[src/rtl/multiplexer_scan_04.sv]
// multiplexer_scan_04: registered N-channel lane multiplexer with manual select and round-robin auto-scan
module multiplexer_scan_04 #(
  parameter int WIDTH   = 4,
  parameter int SEL_W   = 2,
  parameter int DWELL_W = 8
) (
  input  logic                          clk_i,
  input  logic                          rst_i,
  input  logic                          mode_i,
  input  logic [SEL_W-1:0]              sel_i,
  input  logic [(1<<SEL_W)-1:0]         en_i,
  input  logic [DWELL_W-1:0]            dwell_i,
  input  logic                          hold_i,
  input  logic [(1<<SEL_W)*WIDTH-1:0]   in_i,
  output logic [WIDTH-1:0]              out_o,
  output logic [SEL_W-1:0]              ch_o,
  output logic                          valid_o,
  output logic                          wrap_o
);
  localparam int CH_N = 1 << SEL_W;
  localparam logic [1:0] MANUAL = 2'd0;
  localparam logic [1:0] SCAN   = 2'd1;
  localparam logic [1:0] STALL  = 2'd2;

  logic [1:0]         state_q, state_d;
  logic [SEL_W-1:0]   ch_q, ch_d, nxt, low;
  logic [WIDTH-1:0]   out_q, out_d;
  logic [DWELL_W-1:0] cnt_q, cnt_d, lim_m1;
  logic               valid_q, valid_d, wrap_q, wrap_d, adv;
  logic [WIDTH-1:0]   lane [CH_N];

  for (genvar k = 0; k < CH_N; k++) begin : g_lane
    assign lane[k] = in_i[k*WIDTH +: WIDTH];
  end

  // nxt: next enabled channel after ch_q (itself only if it is the sole one); low: lowest enabled
  always_comb begin
    nxt = ch_q;
    for (int i = CH_N; i >= 1; i--)
      if (en_i[ch_q + SEL_W'(i)]) nxt = ch_q + SEL_W'(i);
    low = '0;
    for (int i = CH_N - 1; i >= 0; i--)
      if (en_i[i]) low = SEL_W'(i);
  end

  // a counter already past a newly lowered limit expires immediately
  assign lim_m1 = (dwell_i == '0) ? '0 : dwell_i - 1'b1;
  assign adv    = !en_i[ch_q] || (cnt_q >= lim_m1);

  always_comb begin
    state_d = state_q;
    ch_d    = ch_q;
    out_d   = out_q;
    valid_d = valid_q;
    cnt_d   = '0;
    wrap_d  = 1'b0;
    if (hold_i) begin
      cnt_d = cnt_q;
    end else if (state_q == STALL) begin
      if (|en_i) begin
        state_d = mode_i ? SCAN : MANUAL;
        ch_d    = low;
        out_d   = lane[low];
        valid_d = 1'b1;
      end
    end else if (!mode_i) begin
      state_d = MANUAL;
      ch_d    = sel_i;
      out_d   = lane[sel_i];
      valid_d = en_i[sel_i];
    end else if (en_i == '0) begin
      state_d = STALL;
      valid_d = 1'b0;
    end else if (state_q == MANUAL) begin
      state_d = SCAN;
      ch_d    = en_i[ch_q] ? ch_q : nxt;
      out_d   = lane[ch_d];
      valid_d = 1'b1;
    end else begin
      ch_d    = adv ? nxt : ch_q;
      cnt_d   = adv ? '0 : cnt_q + 1'b1;
      wrap_d  = adv && (nxt <= ch_q);
      out_d   = lane[ch_d];
      valid_d = 1'b1;
    end
  end

  always_ff @(posedge clk_i) begin
    if (rst_i) begin
      state_q <= MANUAL;
      ch_q    <= '0;
      out_q   <= '0;
      cnt_q   <= '0;
      valid_q <= 1'b0;
      wrap_q  <= 1'b0;
    end else begin
      state_q <= state_d;
      ch_q    <= ch_d;
      out_q   <= out_d;
      cnt_q   <= cnt_d;
      valid_q <= valid_d;
      wrap_q  <= wrap_d;
    end
  end

  assign out_o   = out_q;
  assign ch_o    = ch_q;
  assign valid_o = valid_q;
  assign wrap_o  = wrap_q;
endmodule

[config.mk]
export PLATFORM = sky130hd
export DESIGN_NAME = multiplexer_scan_04
export DESIGN_NICKNAME = d
export VERILOG_FILES = /design/src/rtl/multiplexer_scan_04.sv
export SDC_FILE = /design/constraint.sdc
export NUM_CORES = 1
export LEC_CHECK = 0
export CAP_MARGIN = 0
export CORE_ASPECT_RATIO = 0.7
export CORE_MARGIN = 5
export CORE_UTILIZATION = 30
export DETAILED_ROUTE_END_ITERATION = 7
export HOLD_SLACK_MARGIN = 0.05
export PLACE_DENSITY = 0.56
export SETUP_SLACK_MARGIN = 0.4
export SLEW_MARGIN = 20
export SYNTH_ARGS = -nofsm -noshare
export SYNTH_HDL_FRONTEND = slang
export SYNTH_SLANG_ARGS = --single-unit
[constraint.sdc]
create_clock -name clk_i -period 6 [get_ports clk_i]
set_input_delay 0.6 -clock clk_i [delete_from_list [all_inputs] [get_ports clk_i]]
set_output_delay 0.6 -clock clk_i [all_outputs]
set_load 0.05 [all_outputs]
==> qor.csv <==
stage,metric,value,unit
status,outcome,finished clean,
flow_run,max cap viols,0,
clock_network,root buffer cell,clkbuf_8,
layout,ANT cells,0,
worst_setup_path,WS Path Type,primary input to flip-flop,
floorplanning,Die ar.,9219,um^2
logic_synthesis,"Distinct cells, synth",56,
clock_network,cts bufs inserted,3,
logic_synthesis,syn nets,329,
hold_path,WHS Path Cells,2,
placement,IO Port Bufs,41,
worst_setup_path,Worst Path Buf+Inv,2,
floorplanning,Die Wd,112.6,um
clock_network,CTS H-tree depth,1,
clock_network,CTS tree,done,
hold_path,HP Class,flip-flop to flip-flop,
floorplanning,row count,26,
worst_setup_path,Critical Path RT,6.19,ns
clock_network,Num Clock Sinks,18,
worst_setup_path,CP Max Fanout,22,
layout,share of layout cells above drive strength 1,0.08571,
sta,Clock Skew,0.005574,ns
clock_network,post-CTS setup buffers,0,
sta,Tcrit/Tclk final,0.6423,
placement,DPL Wire Length,5175,um
sta,worst hold slack,0.5172,ns
floorplanning,Ports,42,
sta,Least-Margin Pin Slew,1.007,ns
worst_setup_path,Slowest cell on crit path,a211oi_1,
worst_setup_path,Startpoint Class,primary input,
hold_path,hold endpoint,valid_o,
layout,nets@finish,362,
worst_setup_path,reg-to-reg endpoint,ch_o[0],
layout,final core utilization,0.3791,
logic_synthesis,"Top FF cell, synth",dfxtp_1,
drt,drt wl/cell,15.92,um
worst_setup_path,"CP delay by family, top",compound AO/OA/AOI/OAI gates,
drt,final wirelength,6577,um
logic_synthesis,Seq cells post-synth,18,
clock_network,Post-CTS Resized,0,
drt,DR vias,2310,
sta,fin crit period,3.854,ns
sta,RSZ-0062 raised after global routing,false,
sta,final setup vio count,0,
power,Tot Pwr,425.1,uW
worst_setup_path,slowest cell delay on critical path,0.50,ns
sta,final hold violations,0,
hold_path,HP Start,valid_o,
power,Power per Cell Area,155.3,nW/um^2
logic_synthesis,"EDFF count, synth",0,
floorplanning,DIE HEIGHT,81.85,um
layout,fin cells,413,
sta,FMAX,259.5,MHz
global_route,global-route wire length before repair,10930,um
clock_network,hold buffers post-CTS,0,
placement,post-place setup slack,1.894,ns
floorplanning,starting density of the core,0.3063,
drt,ANT nets after route,0,
logic_synthesis,Post-synth ARST share,0,
global_route,Total GRT Usage,0.1444,
placement,RePlAce Congestion,0.9008,
worst_setup_path,FF-to-FF path depth,8,
clock_network,Clock Latency Late Sink,0.26,ns
drt,DRC,0,
worst_setup_path,WP data arrival,4.04,ns
clock_network,clk buf depth,2,
worst_setup_path,CP cell instances,"clkdlybuf4s50_1, inv_1, ha_1, nand2_1, or2_2, nor2_1, nand2_1, mux2_2, ha_1, a21oi_1, o211ai_4, a31o_2, a211oi_1, o21ai_0, a31oi_1",
power,Max VDD drop,0.00006578,V
logic_synthesis,"top cells by area, synth","dfxtp_1 16%, mux4_2 10%, ha_1 6.8%",
drt,DR pass1 iterations,5,
logic_synthesis,sequential area share after synthesis,0.1629,
layout,Area growth syn-to-layout,23.76,%
global_route,largest net degree at the start of global routing,23,
floorplanning,core area,7222,um^2
power,Leak,1.016,nW
sta,setup TNS,0,ns
logic_synthesis,largest area contributor in the netlist,dfxtp_1,
clock_network,clock transition at the registers of the reported paths,0.07,ns
logic_synthesis,YS warnings,0,
logic_synthesis,cell count after synthesis,283,
global_route,initial antenna violation count,0,
worst_setup_path,r2r setup slk,3.35,ns
global_route,GRT overflow,0,
logic_synthesis,syn avg cell area,7.817,um^2
drt,vias per cell,5.593,
layout,final instance area,2738,um^2
global_route,number of global-route vias before repair,2141,
placement,Inst Count DP,409,
placement,area post-placement,2683,um^2
sta,Worst Slack Setup Final,2.146,ns
sta,Pins Over Slew Limit,0,
worst_setup_path,reg2reg start,cnt_q[0],
worst_setup_path,crit end category,flip-flop,
sta,worst relative slew slack,0.3238,
drt,detailed router's first-iteration violation count,228,
logic_synthesis,Syn Std Cell Area,2212,um^2
logic_synthesis,top-area cell type share of the netlist area,0.1629,
final cells by class:
type | count | area (um^2)
Multi-Input combinational cell | 225 | 1684
Clock buffer | 4 | 55.05
Sequential cell | 18 | 360.3
Timing Repair Buffer | 42 | 417.9
Tap cell | 98 | 122.6
Inverter | 26 | 97.59
Fill cell | 751 | 4484
cells by family (layout without fill, tap and decap cells):
kind of cell	Yosys count	count (layout)	synth area share
flops	18	18	0.1629
fa+ha+maj	12	12	0.06787
simple gates	85	85	0.1963
xor+xnor	3	3	0.01188
mux	20	20	0.1488
compound gates	105	105	0.3365
buf+inv	40	72	0.07579
per-layer routing:
metal	part of all wire	GRT usage	vias to the layer above
li1	-	-	1145
met1	0.53	0.2249	1079
met2	0.39	0.2080	78
met3	0.070	0.02209	8
met5	0	0	-
met4	0.0094	0.02521	0
cells in the final DEF (no fill, tap or decap), types with 10 or more instances in the layout:
| cell | n |
|---|---|
| o21ai_0 | 22 |
| ha_1 | 12 |
| inv_1 | 25 |
| dfxtp_1 | 18 |
| a211oi_1 | 14 |
| nand2_1 | 16 |
| mux4_2 | 10 |
| a21oi_1 | 23 |
| nor2_1 | 26 |
| clkdlybuf4s50_1 | 41 |
cell usage after synthesis, types with 4 or more instances:
cell / number
nand3b_1: 4
a21oi_1: 23
and3_1: 4
nand2_1: 16
buf_2: 4
ha_1: 12
dfxtp_1: 18
o21ai_0: 22
mux4_2: 10
a221oi_1: 4
nor3_1: 7
nor3b_1: 4
mux2i_1: 7
a31oi_1: 6
nor2b_1: 7
a211oi_1: 14
nor2_1: 26
o221ai_1: 4
or3_1: 4
clkbuf_1: 6
a221o_1: 4
inv_1: 25
sequential cells by signal, indices dropped and copies added, names as in the netlist:
name     flops
state_q      2
ch_o         2
out_o        4
cnt_q        8
wrap_o       1
valid_o      1
power by group:
| part | internal [mW] | switching, mW |
|---|---|---|
| registers | 0.124 | 0.00684 |
| clock network | 0.0584 | 0.0462 |
| logic | 0.0818 | 0.107 |
worst max-delay path by stage:
stage | endpoint | startpoint | depth (start not counted) | slack, ns
floorplan | ch_o[1] | dwell_i[0] | 14 | 2.81
global placement | out_o[0] | dwell_i[0] | 15 | 2.01
detailed placement | ch_o[0] | dwell_i[0] | 15 | 1.89
CTS | ch_o[0] | dwell_i[2] | 11 | 2.16
global route | out_o[0] | dwell_i[0] | 15 | 1.93
finish | out_o[0] | dwell_i[0] | 15 | 2.15
worst register-to-register path, stage by stage (launching register included):
cell and delay, ns:
dfxtp_1 0.41, inv_1 0.07, ha_1 0.27, nor2b_1 0.04, o21ai_0 0.57, a31o_2 0.56, a211oi_1 0.22, o21ai_0 0.25
a31oi_1 0.12
(Power assumes the default switching activity.)
